[config.mk]
export PLATFORM = sky130hd
export DESIGN_NAME = uart_rx_fifo
export DESIGN_NICKNAME = d
export VERILOG_FILES = /design/src/rtl/uart_pkg.sv /design/src/rtl/uart_fifo.sv /design/src/rtl/uart_rx_fifo.sv
export SDC_FILE = /design/constraint.sdc
export NUM_CORES = 1
export LEC_CHECK = 0
export CORE_UTILIZATION = 64
export CTS_BUF_LIST = sky130_fd_sc_hd__clkbuf_4 sky130_fd_sc_hd__clkbuf_8 sky130_fd_sc_hd__clkbuf_16
export DETAILED_ROUTE_END_ITERATION = 7
export GPL_ROUTABILITY_DRIVEN = 0
export GPL_TIMING_DRIVEN = 0
export PLACE_DENSITY = 0.93
export SETUP_SLACK_MARGIN = 0.05
export SLEW_MARGIN = 20
export SYNTH_ARGS = -nofsm -noshare
export SYNTH_HDL_FRONTEND = slang
export SYNTH_SLANG_ARGS = --single-unit
[constraint.sdc]
create_clock -name clk_50m -period 6.6 [get_ports clk_50m]
set_clock_uncertainty 0.1 [all_clocks]
set_input_delay 1.32 -clock clk_50m [delete_from_list [all_inputs] [get_ports clk_50m]]
set_output_delay 1.32 -clock clk_50m [all_outputs]
set_load 0.02 [all_outputs]
[src/rtl/uart_pkg.sv]
// uart_pkg: shared receiver FSM states and oversampling ratio.
package uart_pkg;
    localparam int OVERSAMPLE = 16;
    typedef enum logic [1:0] {IDLE, START, DATA, STOP} state_e;
endpackage

[src/rtl/uart_fifo.sv]
// uart_fifo: first-word-fall-through byte FIFO; a push into a full FIFO is
// accepted only when a pop happens in the same cycle.
module uart_fifo #(
    parameter int DEPTH = 8
) (
    input  logic                   clk_i,
    input  logic                   rst_i,
    input  logic                   push_i,
    input  logic                   pop_i,
    input  logic [7:0]             wdata_i,
    output logic [7:0]             rdata_o,
    output logic                   empty_o,
    output logic                   full_o,
    output logic [$clog2(DEPTH):0] count_o
);
    localparam int AW = $clog2(DEPTH);
    logic [7:0]    mem_q [DEPTH];
    logic [AW-1:0] wp_q, rp_q;
    logic [AW:0]   cnt_q, cnt_d;
    logic          pop, wr;
    assign empty_o = cnt_q == '0;
    assign full_o  = cnt_q == (AW+1)'(DEPTH);
    assign count_o = cnt_q;
    assign rdata_o = mem_q[rp_q];
    assign pop     = pop_i && !empty_o;
    assign wr      = push_i && (!full_o || pop);
    assign cnt_d   = cnt_q + (AW+1)'(wr) - (AW+1)'(pop);
    always_ff @(posedge clk_i or posedge rst_i) begin
        if (rst_i) begin
            wp_q  <= '0;
            rp_q  <= '0;
            cnt_q <= '0;
        end else begin
            wp_q  <= wp_q + AW'(wr);
            rp_q  <= rp_q + AW'(pop);
            cnt_q <= cnt_d;
        end
    end
    always_ff @(posedge clk_i) begin
        if (wr) mem_q[wp_q] <= wdata_i;
    end
endmodule

[src/rtl/uart_rx_fifo.sv]
// uart_rx_fifo: 16x oversampled UART receiver feeding a byte FIFO with
// sticky frame-error and overrun flags.
module uart_rx_fifo
    import uart_pkg::*;
#(
    parameter int CLK_HZ = 50000000,
    parameter int BAUD   = 115200,
    parameter int DEPTH  = 8
) (
    input  logic                   clk_50m,
    input  logic                   rst,
    input  logic                   Rx,
    input  logic                   Rx_en,
    input  logic                   rd_en,
    input  logic                   err_clr,
    output logic [7:0]             data_out,
    output logic                   empty,
    output logic                   full,
    output logic [$clog2(DEPTH):0] count,
    output logic                   frame_err,
    output logic                   overrun
);
    localparam int DIV = CLK_HZ / (BAUD * OVERSAMPLE);
    localparam int DW  = DIV > 1 ? $clog2(DIV) : 1;
    logic [DW-1:0] div_q;
    logic          tick, s1_q, s2_q, rx_s;
    state_e        state_q, state_d;
    logic [3:0]    tcnt_q, tcnt_d;
    logic [2:0]    bcnt_q, bcnt_d;
    logic [7:0]    sh_q, sh_d;
    logic          ferr_q, ferr_d, ovr_q, ovr_d, wr_req, ferr_set;
    assign tick = div_q == DW'(DIV - 1);
    assign rx_s = s2_q;
    always_comb begin
        state_d  = state_q;
        tcnt_d   = tick ? tcnt_q + 4'd1 : tcnt_q;
        bcnt_d   = bcnt_q;
        sh_d     = sh_q;
        wr_req   = 1'b0;
        ferr_set = 1'b0;
        if (!Rx_en) state_d = IDLE;
        else case (state_q)
            IDLE: if (!rx_s) begin
                state_d = START;
                tcnt_d  = '0;
            end
            START: if (tick && tcnt_q == 4'(OVERSAMPLE / 2 - 1)) begin
                state_d = rx_s ? IDLE : DATA;
                tcnt_d  = '0;
                bcnt_d  = '0;
            end
            DATA: if (tick && tcnt_q == 4'(OVERSAMPLE - 1)) begin
                sh_d    = {rx_s, sh_q[7:1]};
                bcnt_d  = bcnt_q + 3'd1;
                state_d = bcnt_q == 3'd7 ? STOP : DATA;
            end
            STOP: if (tick && tcnt_q == 4'(OVERSAMPLE - 1)) begin
                state_d  = IDLE;
                wr_req   = rx_s;
                ferr_set = !rx_s;
            end
            default: state_d = IDLE;
        endcase
        ferr_d = ferr_set || (ferr_q && !err_clr);
        ovr_d  = (wr_req && full && !rd_en) || (ovr_q && !err_clr);
    end
    always_ff @(posedge clk_50m or posedge rst) begin
        if (rst) begin
            div_q   <= '0;
            s1_q    <= 1'b1;
            s2_q    <= 1'b1;
            state_q <= IDLE;
            tcnt_q  <= '0;
            bcnt_q  <= '0;
            sh_q    <= '0;
            ferr_q  <= 1'b0;
            ovr_q   <= 1'b0;
        end else begin
            div_q   <= tick ? '0 : div_q + DW'(1);
            s1_q    <= Rx;
            s2_q    <= s1_q;
            state_q <= state_d;
            tcnt_q  <= tcnt_d;
            bcnt_q  <= bcnt_d;
            sh_q    <= sh_d;
            ferr_q  <= ferr_d;
            ovr_q   <= ovr_d;
        end
    end
    assign frame_err = ferr_q;
    assign overrun   = ovr_q;
    uart_fifo #(.DEPTH(DEPTH)) u_fifo (
        .clk_i   (clk_50m),
        .rst_i   (rst),
        .push_i  (wr_req),
        .pop_i   (rd_en),
        .wdata_i (sh_q),
        .rdata_o (data_out),
        .empty_o (empty),
        .full_o  (full),
        .count_o (count)
    );
endmodule

==> impl_metrics.ini, run 1 <==
[status]
status = finished clean

[global_route]
grt_start_max_net_pins = 37
grt_remaining_overflow = 0
grt_usage = 0.2347
grt_pass1_wl_um = 12140
number_of_global_route_vias_before_repair = 2411
antenna_found_initial = 0

[final_layout]
most-common-layout-cells = sky130_fd_sc_hd__edfxtp_1, sky130_fd_sc_hd__dfrtp_1, sky130_fd_sc_hd__clkdlybuf4s50_1
nets = 317
num_antenna_cells = 0
post_route_cells_drive_above_1_share = 0.2169
syn_to_final_growth_pct = 12.25
final_common_cell = sky130_fd_sc_hd__edfxtp_1
fin_util = 0.7502
fin_cells = 372
final_design_area_no_fill_sq_mm = 0.004791

[cts]
cts.hold.buffers_added = 0
clk_latency_ns = 0.36
clock-sinks = 100
post_cts_resize_count = 0
htree_num_levels = 3
numCtsBuffers = 9
clockBufferDepth = 2
clockRootBuffer = sky130_fd_sc_hd__clkbuf_8
cts.reportedPaths.clkPinSlew_ns = 0.10
post_cts.repair.setup_buffers = 0
cts_tree = done

[synthesis]
synthesis.area_sq_mm = 0.004268
yosysSeqAreaShare = 0.6620
postSynth.asyncResetShare = 0.3600
predominant_post_synthesis_flop_cell = sky130_fd_sc_hd__edfxtp_1
warnings_synthesis = 0
synth_seq_cells = 100
synth_enable_flop_cells = 64
synth_cells = 258
avgSynthCellArea_sq_um = 16.54
syn_nets = 285
ys_types = 46

[sta]
clock.fmax_mhz = 238.8
report.final.hold_viol_count = 0
slew-limit-headroom = 0.4024
timing_max_transition_violations_final = 0
setup_total_negative_slack_ns = 0
worst_hold_slack_ns = 0.2616
period_needed_ns = 4.188
grt_setup_unrepaired = no
timing.final.setup_violations = 0
finalWorstSetupSlack_ns = 2.412
timing_worst_slew_pin_value_ns = 0.8931
final_min_period_over_clock_period = 0.6345

[flow_run]
maxCapViolCount = 0

[critical_path]
crit_path_end_kind = output port
criticalPathCategory = reg -> out
rr_worst_depth = 6
cp_data_arrival_time_ns = 2.77
critPathMaxFanout = 10
worstPathRequired_ns = 5.18
crit-reg2reg-launch = div_q[0]$_DFF_PP0_
worst_r2r_endpoint = u_fifo.mem_q[5][4]$_DFFE_PP_
reg2reg_slack_ns = 3.91
worst_setup_path_start_kind = register

[routing]
first_pass_iters = 4
avgRoutedWirePerCell_um = 20.16
antenna_violating_nets_post_route = 0
first_iter_violations = 131
viasPerCell = 6.000
drt-total-wl_um = 7501
drcViolationCount = 0
detailroute.via_count = 2232

[pwr]
pwr-share-clk = 0.270
power_density_mw_per_mm2 = 295.6
switchingPower_mw = 0.4030
cell_internal_pwr_mw = 1.013
power.ir.vdd_worst_mv = 0.2844
combinationalPowerShare = 0.227
power_frac_seq = 0.502
proportion_of_total_power_due_to_net_switching = 0.2846
report.power.total_mw = 1.416
total_leakage_power_nw = 2.065

[placement]
place_hpwl_um = 4893
placement.io_buffers = 21
placed_cell_area_sq_mm = 0.004594
place.detailed.instances = 356
post-place-ws_ns = 2.702

[min_path]
timing.hold.worst_path_depth = 0
min-delay-path-class = reg -> reg
hold_path_end = rx_s$_DFF_PP1_
min_from = s1_q$_DFF_PP1_

[floorplanning]
die-height_um = 83.66
io_pins = 22
floorplan.initialDensity = 0.6683
design.core.area_sq_mm = 0.006386
die_width_um = 83.66
die-area_sq_mm = 0.006999
num_rows = 29
-- how the worst max path moves through the flow --
stage / startpoint / end / depth (start not counted)
5_1_grt: u_fifo.rp_q[1]$_DFF_PP0_ / data_out[7] / 5
3_5_place_dp: Rx_en / u_fifo.mem_q[7][2]$_DFFE_PP_ / 5
6_report: u_fifo.rp_q[1]$_DFF_PP0_ / data_out[7] / 5
4_1_cts: u_fifo.rp_q[1]$_DFF_PP0_ / data_out[7] / 5
2_1_floorplan: Rx_en / u_fifo.mem_q[5][0]$_DFFE_PP_ / 4
3_3_place_gp: Rx_en / u_fifo.mem_q[5][5]$_DFFE_PP_ / 5
-- state kept, by name (all words and copies together) (netlist names) --
signal          flops
u_fifo.mem_q       64
u_fifo.rp_q         3
u_fifo.wp_q         3
div_q               5
state_q             2
sh_q                8
bcnt_q              3
s1_q                1
tcnt_q              4
u_fifo.count_o      4
frame_err           1
overrun             1
rx_s                1
-- cell usage after synthesis (2+ instances only) --
library cell	instances	share of area
sky130_fd_sc_hd__edfxtp_1	64	0.45
sky130_fd_sc_hd__dfstp_2	2	0.012
sky130_fd_sc_hd__nor3b_1	3	0.0053
sky130_fd_sc_hd__buf_2	2	0.0023
sky130_fd_sc_hd__o21ai_0	2	0.0023
sky130_fd_sc_hd__ha_1	20	0.059
sky130_fd_sc_hd__xnor2_1	3	0.0062
sky130_fd_sc_hd__and4_1	2	0.0041
sky130_fd_sc_hd__nor2_1	13	0.011
sky130_fd_sc_hd__nor3_1	2	0.0023
sky130_fd_sc_hd__and3_1	2	0.0029
sky130_fd_sc_hd__nand4_1	2	0.0029
sky130_fd_sc_hd__dfrtp_1	34	0.20
sky130_fd_sc_hd__mux4_2	16	0.084
sky130_fd_sc_hd__mux2i_1	5	0.012
sky130_fd_sc_hd__clkbuf_1	2	0.0018
sky130_fd_sc_hd__nand2_1	12	0.011
sky130_fd_sc_hd__mux2_2	16	0.042
sky130_fd_sc_hd__xor2_1	6	0.012
sky130_fd_sc_hd__nand2b_1	2	0.0029
sky130_fd_sc_hd__inv_1	18	0.016
sky130_fd_sc_hd__nor2b_1	3	0.0044
sky130_fd_sc_hd__nand3_1	2	0.0023
sky130_fd_sc_hd__a21o_1	2	0.0035
sky130_fd_sc_hd__buf_4	2	0.0035
-- worst max-delay path: stages, from the launching register on --
cell                              delay, ns
sky130_fd_sc_hd__dfrtp_1               0.36
sky130_fd_sc_hd__clkbuf_2              0.24
sky130_fd_sc_hd__buf_1                 0.55
sky130_fd_sc_hd__mux4_2                0.43
sky130_fd_sc_hd__mux2_2                0.29
sky130_fd_sc_hd__clkdlybuf4s50_1       0.54
-- cell type report --
| cell class | count | area [sq um] |
|---|---|---|
| inverters | 18 | 67.56 |
| clock inverters | 6 | 65.06 |
| flip-flops and latches | 100 | 2825 |
| clock buffers | 10 | 131.4 |
| repair buffers | 21 | 210.2 |
| fillers | 376 | 1595 |
| plain buffers | 8 | 41.29 |
| multi-input cells | 132 | 1354 |
| well taps | 77 | 96.34 |
-- power by group through the flow --
stage / registers (mW) / logic (mW) / clock network (mW)
CTS: 0.712 / 0.325 / 0.386
detailed placement: 0.725 / 0.321 / 0
global route: 0.715 / 0.349 / 0.411
finish: 0.711 / 0.322 / 0.383
floorplan: 0.735 / 0.208 / 0
global placement: 0.722 / 0.303 / 0
-- layer usage --
metal / wire, um / track usage / up-vias
met5: 0 / 0 / -
met4: 120 / 0.08937 / 0
met3: 308 / 0.05045 / 10
met2: 4141 / 0.4191 / 54
met1: 2930 / 0.2795 / 1139
li1: - / - / 1029
-- cell families after synthesis --
logic type / share of synthesized area
AO/OA/AOI/OAI: 0.02287
XOR/XNOR: 0.01847
adder cells (fa/ha/maj): 0.06332
buffers and inverters: 0.02550
flip-flops: 0.6620
multiplexers: 0.1419
AND/OR/NAND/NOR: 0.06597
No activity file was read; power rests on OpenSTA's default activity.
==> inputs of run 2 (changes only) <==
--- a/config.mk
+++ b/config.mk
@@ -5,12 +5,12 @@
 export SDC_FILE = /design/constraint.sdc
 export NUM_CORES = 1
 export LEC_CHECK = 0
-export CORE_UTILIZATION = 64
+export CORE_UTILIZATION = 59
 export CTS_BUF_LIST = sky130_fd_sc_hd__clkbuf_4 sky130_fd_sc_hd__clkbuf_8 sky130_fd_sc_hd__clkbuf_16
 export DETAILED_ROUTE_END_ITERATION = 7
 export GPL_ROUTABILITY_DRIVEN = 0
 export GPL_TIMING_DRIVEN = 0
-export PLACE_DENSITY = 0.93
+export PLACE_DENSITY = 0.88
 export SETUP_SLACK_MARGIN = 0.05
 export SLEW_MARGIN = 20
 export SYNTH_ARGS = -nofsm -noshare
==> constraint.sdc (replaced) <==
create_clock -name clk_50m -period 4.3 [get_ports clk_50m]
set_clock_uncertainty 0.1 [all_clocks]
set_input_delay 0.86 -clock clk_50m [delete_from_list [all_inputs] [get_ports clk_50m]]
set_output_delay 0.86 -clock clk_50m [all_outputs]
set_load 0.02 [all_outputs]
==> run 2 against run 1 <==
  * Sequential power is 53% higher
  * Clock power is 57% higher
  * Wire length down 3.4%
  * Largest cell class unchanged
==> impl_metrics.ini, run 2 (synthesized netlist as in run 1, its figures left out) <==
[status]
status = finished clean

[routing]
drcViolationCount = 0
first_iter_violations = 117
drt-total-wl_um = 7244
antenna_violating_nets_post_route = 0
detailroute.via_count = 2212
avgRoutedWirePerCell_um = 18.53
viasPerCell = 5.657
first_pass_iters = 4

[floorplanning]
floorplan.initialDensity = 0.6179
num_rows = 30
die_width_um = 87.05
die-area_sq_mm = 0.007578
die-height_um = 87.05
design.core.area_sq_mm = 0.006907
io_pins = 22

[placement]
place_hpwl_um = 4690
placement.io_buffers = 21

[cts]
post_cts.repair.setup_buffers = 0
clockBufferDepth = 2
htree_num_levels = 3
cts.hold.buffers_added = 0
clk_latency_ns = 0.35
cts.reportedPaths.clkPinSlew_ns = 0.09
post_cts_resize_count = 0
numCtsBuffers = 9
cts_tree = done
clock-sinks = 100
clockRootBuffer = sky130_fd_sc_hd__clkbuf_8

[sta]
grt_setup_unrepaired = no
setup_total_negative_slack_ns = 0
timing_worst_slew_pin_value_ns = 1.012
period_needed_ns = 3.660
report.final.hold_viol_count = 0
timing_max_transition_violations_final = 0
clock.fmax_mhz = 273.2
worst_hold_slack_ns = 0.2693
slew-limit-headroom = 0.3227
timing.final.setup_violations = 0
final_min_period_over_clock_period = 0.8513

[final_layout]
syn_to_final_growth_pct = 13.02
regMostFlops = u_fifo.mem_q
largest_register_ffs = 64
final_common_cell = sky130_fd_sc_hd__edfxtp_1
most-common-layout-cells = sky130_fd_sc_hd__edfxtp_1, sky130_fd_sc_hd__dfrtp_1, sky130_fd_sc_hd__clkdlybuf4s50_1
layout_top_registers = u_fifo.mem_q: 64 flops, sh_q: 8 flops, div_q: 5 flops
num_antenna_cells = 0
filler_cell_count = 460
nets = 317
post_route_cells_drive_above_1_share = 0.2169

[global_route]
grt_pass1_wl_um = 11520
number_of_global_route_vias_before_repair = 2257
grt_usage = 0.2130
antenna_found_initial = 0
grt_remaining_overflow = 0
grt_start_max_net_pins = 37

[critical_path]
cp_data_arrival_time_ns = 2.70
crit_path_top_delay_cell = sky130_fd_sc_hd__clkdlybuf4s50_1
crit-reg2reg-launch = div_q[0]$_DFF_PP0_
critPathMaxFanout = 10
rr_worst_depth = 6
crit_chain = clkbuf_2 > buf_1 > mux4_2 > mux2_2 > clkdlybuf4s50_1
critPathMaxStageDelay_ns = 0.54
crit_path_end_kind = output port
criticalPathCategory = reg -> out
worst_setup_path_start_kind = register
worstPathRequired_ns = 3.34
reg2reg_slack_ns = 1.50
worst_r2r_endpoint = u_fifo.mem_q[7][7]$_DFFE_PP_

[min_path]
hold_path_end = rx_s$_DFF_PP1_
min_from = s1_q$_DFF_PP1_
min-delay-path-class = reg -> reg
timing.hold.worst_path_depth = 0

[pwr]
total_leakage_power_nw = 2.069
report.power.total_mw = 2.176
power_density_mw_per_mm2 = 451.1
power.ir.vdd_worst_mv = 0.2855

[flow_run]
maxCapViolCount = 0
## run 2: worst max path at each step
stage | startpoint | endpoint | slack [ns] | cells after the start
5_1_grt | u_fifo.rp_q[1]$_DFF_PP0_ | data_out[4] | 0.48 | 5
3_3_place_gp | Rx_en | u_fifo.mem_q[5][5]$_DFFE_PP_ | 0.51 | 5
2_1_floorplan | Rx_en | u_fifo.mem_q[5][0]$_DFFE_PP_ | 1.71 | 4
3_5_place_dp | Rx_en | u_fifo.mem_q[7][5]$_DFFE_PP_ | 0.83 | 5
4_1_cts | u_fifo.rp_q[1]$_DFF_PP0_ | data_out[1] | 0.56 | 5
6_report | u_fifo.rp_q[1]$_DFF_PP0_ | data_out[1] | 0.64 | 5
## run 2: where the power goes
group	internal, mW	switching [mW]
Sequential	1.06	0.0338
Clock	0.294	0.310
Combinational	0.219	0.262
Total	1.57	0.605
## run 2: per-layer routing
| metal | part of all wire | track usage | routed length (um) | vias to the layer above |
|---|---|---|---|---|
| met3 | 0.051 | 0.06066 | 367 | 12 |
| met2 | 0.52 | 0.3565 | 3792 | 55 |
| met1 | 0.41 | 0.2673 | 2945 | 1122 |
| met5 | 0 | 0 | 0 | - |
| met4 | 0.019 | 0.07576 | 139 | 0 |
| li1 | - | - | - | 1023 |
## run 2: metrics by stage
| stage | instance area, sq um | worst slack (ns) | std cells | util |
|---|---|---|---|---|
| after floorplan | 4268 | 1.707 | 258 | - |
| after global placement | 4598 | 0.5091 | 375 | 0.6658 |
| after detailed placement | 4618 | 0.8302 | 375 | 0.6687 |
| after CTS | 4823 | 0.5648 | 391 | 0.6984 |
| after global routing | 4823 | 0.4814 | 391 | 0.6984 |
| final | 4823 | 0.6395 | 391 | 0.6984 |
## run 2: final cells by class
| class | instances | area, sq um | area share |
|---|---|---|---|
| clock buffer | 11 | 145.1 | 0.03009 |
| inverter | 18 | 67.56 | 0.01401 |
| multi-input combinational | 132 | 1354 | 0.2807 |
| buffer | 8 | 41.29 | 0.008560 |
| tap | 96 | 120.1 | 0.02490 |
| sequential | 100 | 2825 | 0.5857 |
| clock inverter | 5 | 60.06 | 0.01245 |
| timing repair buffer | 21 | 210.2 | 0.04358 |
## run 2: critical path: cells and delay by family (launching register included)
family                 cells  cell delay [ns]
buffers and inverters      3             1.29
muxes                      2             0.69
DFF                        1             0.37
==> inputs of run 3 (changes only) <==
--- a/config.mk
+++ b/config.mk
@@ -10,7 +10,7 @@
 export DETAILED_ROUTE_END_ITERATION = 7
 export GPL_ROUTABILITY_DRIVEN = 0
 export GPL_TIMING_DRIVEN = 0
-export PLACE_DENSITY = 0.88
+export PLACE_DENSITY = 0.79
 export SETUP_SLACK_MARGIN = 0.05
 export SLEW_MARGIN = 20
 export SYNTH_ARGS = -nofsm -noshare
==> constraint.sdc (replaced) <==
create_clock -name clk_50m -period 4.3 [get_ports clk_50m]
set_clock_uncertainty 0.1 [all_clocks]
set_input_delay 0.86 -clock clk_50m [delete_from_list [all_inputs] [get_ports clk_50m]]
set_output_delay 0.86 -clock clk_50m [all_outputs]
set_load 0.1 [all_outputs]
==> run 3 against run 2 <==
  * Via count decreased by 2.1%
  * Register-to-register slack improved by 0.09 ns
  * Critical path depth did not move
  * Non-clock buffer count did not move
  * Wire length down 7.1%
  * Setup slack got worse by 0.42 ns
  * Final cell count unchanged
  * Clock-buffer cell count shrank 1
  * First-iteration DRC count fell by 19%
  * Sequential share of layout area fell by 0.54 points
  * Global-route usage decreased by 0.86 points
  * Highest routed layer unchanged
==> impl_metrics.ini, run 3 (synthesized netlist as in run 1, its figures left out) <==
[final_layout]
most-common-layout-cells = sky130_fd_sc_hd__edfxtp_1, sky130_fd_sc_hd__dfrtp_1, sky130_fd_sc_hd__clkdlybuf4s50_1
filler_cell_count = 473
regMostFlops = u_fifo.mem_q
syn_to_final_growth_pct = 14.07
largest_register_ffs = 64
final_common_cell = sky130_fd_sc_hd__edfxtp_1
layout_top_registers = u_fifo.mem_q: 64 flops, sh_q: 8 flops, div_q: 5 flops
post_route_cells_drive_above_1_share = 0.2169
multiInputGateArea_sq_mm = 0.001354
ff_latch_area_sq_mm = 0.002825
num_antenna_cells = 0
nets = 317

[flow_run]
maxCapViolCount = 0

[routing]
detailroute.via_count = 2166
first_pass_iters = 4
viasPerCell = 5.540
drcViolationCount = 0
drt-total-wl_um = 6732
avgRoutedWirePerCell_um = 17.22
antenna_violating_nets_post_route = 0
first_iter_violations = 95

[global_route]
number_of_global_route_vias_before_repair = 2198
grt_usage = 0.2045
grt_start_max_net_pins = 37
grt_pass1_wl_um = 10910
antenna_found_initial = 0
grt_remaining_overflow = 0

[critical_path]
worst_r2r_endpoint = u_fifo.mem_q[7][7]$_DFFE_PP_
critPathMaxFanout = 10
worstPathRequired_ns = 3.34
rr_worst_depth = 6
crit_path_end_kind = output port
criticalPathCategory = reg -> out
reg2reg_slack_ns = 1.59
cp_data_arrival_time_ns = 3.12
crit-reg2reg-launch = div_q[0]$_DFF_PP0_
worst_setup_path_start_kind = register

[cts]
post_cts_resize_count = 0
post_cts.repair.setup_buffers = 0
htree_num_levels = 3
cts.reportedPaths.clkPinSlew_ns = 0.09
numCtsBuffers = 9
clock-sinks = 100
clockRootBuffer = sky130_fd_sc_hd__clkbuf_8
clockBufferDepth = 2
clk_latency_ns = 0.36
cts.hold.buffers_added = 0
cts_tree = done

[status]
status = finished clean

[pwr]
report.power.total_mw = 2.435
power_density_mw_per_mm2 = 500.2
power.ir.vdd_worst_mv = 0.5594
total_leakage_power_nw = 2.092

[floorplanning]
io_pins = 22
die-height_um = 87.05
floorplan.initialDensity = 0.6179
die_width_um = 87.05
die-area_sq_mm = 0.007578
num_rows = 30
design.core.area_sq_mm = 0.006907

[placement]
place_hpwl_um = 4456
placement.io_buffers = 21

[sta]
grt_setup_unrepaired = no
report.final.hold_viol_count = 0
final_min_period_over_clock_period = 0.9480
setup_total_negative_slack_ns = 0
timing_max_transition_violations_final = 0
timing.final.setup_violations = 0
timing_worst_slew_pin_value_ns = 0.9769
slew-limit-headroom = 0.3467
clock.fmax_mhz = 245.3
period_needed_ns = 4.076

[min_path]
timing.hold.worst_path_depth = 0
min-delay-path-class = reg -> reg
hold_path_end = rx_s$_DFF_PP1_
min_from = s1_q$_DFF_PP1_
[run 3: cell count changes in the layout (fill, tap and decap cells not counted)]
cell | previous run | this run
sky130_fd_sc_hd__clkbuf_8 | 10 | 9
sky130_fd_sc_hd__clkinvlp_4 | 1 | 0
sky130_fd_sc_hd__clkinv_2 | 1 | 0
sky130_fd_sc_hd__inv_8 | 0 | 1
sky130_fd_sc_hd__bufinv_16 | 1 | 3
[run 3: critical path, cell delays in order, from the launching register on]
cell,delay (ns)
sky130_fd_sc_hd__dfrtp_1,0.36
sky130_fd_sc_hd__clkbuf_2,0.24
sky130_fd_sc_hd__buf_1,0.50
sky130_fd_sc_hd__mux4_2,0.39
sky130_fd_sc_hd__mux2_2,0.29
sky130_fd_sc_hd__clkdlybuf4s50_1,0.97
[run 3: how the worst max path moves through the flow]
stage | start | end | slack [ns]
after CTS | u_fifo.rp_q[1]$_DFF_PP0_ | data_out[1] | 0.16
final | u_fifo.rp_q[1]$_DFF_PP0_ | data_out[7] | 0.22
after global routing | u_fifo.rp_q[1]$_DFF_PP0_ | data_out[0] | 0.1
after global placement | Rx_en | u_fifo.mem_q[5][4]$_DFFE_PP_ | 0.47
after floorplan | u_fifo.count_o[2]$_DFF_PP0_ | u_fifo.count_o[1]$_DFF_PP0_ | 0.95
after detailed placement | u_fifo.rp_q[1]$_DFF_PP0_ | data_out[1] | 0.58
[run 3: cell type report]
class / instances / area share
Sequential cell: 100 / 0.5803
Clock inverter: 6 / 0.02442
Inverter: 18 / 0.01388
Timing Repair Buffer: 21 / 0.04318
Tap cell: 96 / 0.02467
Buffer: 8 / 0.008481
Multi-Input combinational cell: 132 / 0.2781
Clock buffer: 10 / 0.02699
[run 3: power breakdown]
group / switching [mW] / internal (mW)
sequential: 0.0325 / 1.06
combinational: 0.407 / 0.218
clock: 0.320 / 0.400
[run 3: metal layers]
metal | global-route usage | vias up | wire (um)
met4 | 0.09848 | 0 | 117
met1 | 0.2631 | 1091 | 2926
met3 | 0.02844 | 10 | 271
met5 | 0 | - | 0
li1 | - | 1023 | -
met2 | 0.3457 | 42 | 3416
[run 3: per-stage QoR]
step | instances | hold WS (ns) | setup slack (ns) | area [sq um] | utilization
3_5_place_dp | 375 | 0.2469 | 0.5754 | 4618 | 0.6687
6_report | 391 | 0.2600 | 0.2236 | 4868 | 0.7049
5_1_grt | 391 | 0.2658 | 0.09770 | 4868 | 0.7049
2_1_floorplan | 258 | 0.2452 | 0.9476 | 4268 | -
3_3_place_gp | 375 | 0.2458 | 0.4746 | 4598 | 0.6658
4_1_cts | 391 | 0.2609 | 0.1563 | 4868 | 0.7049
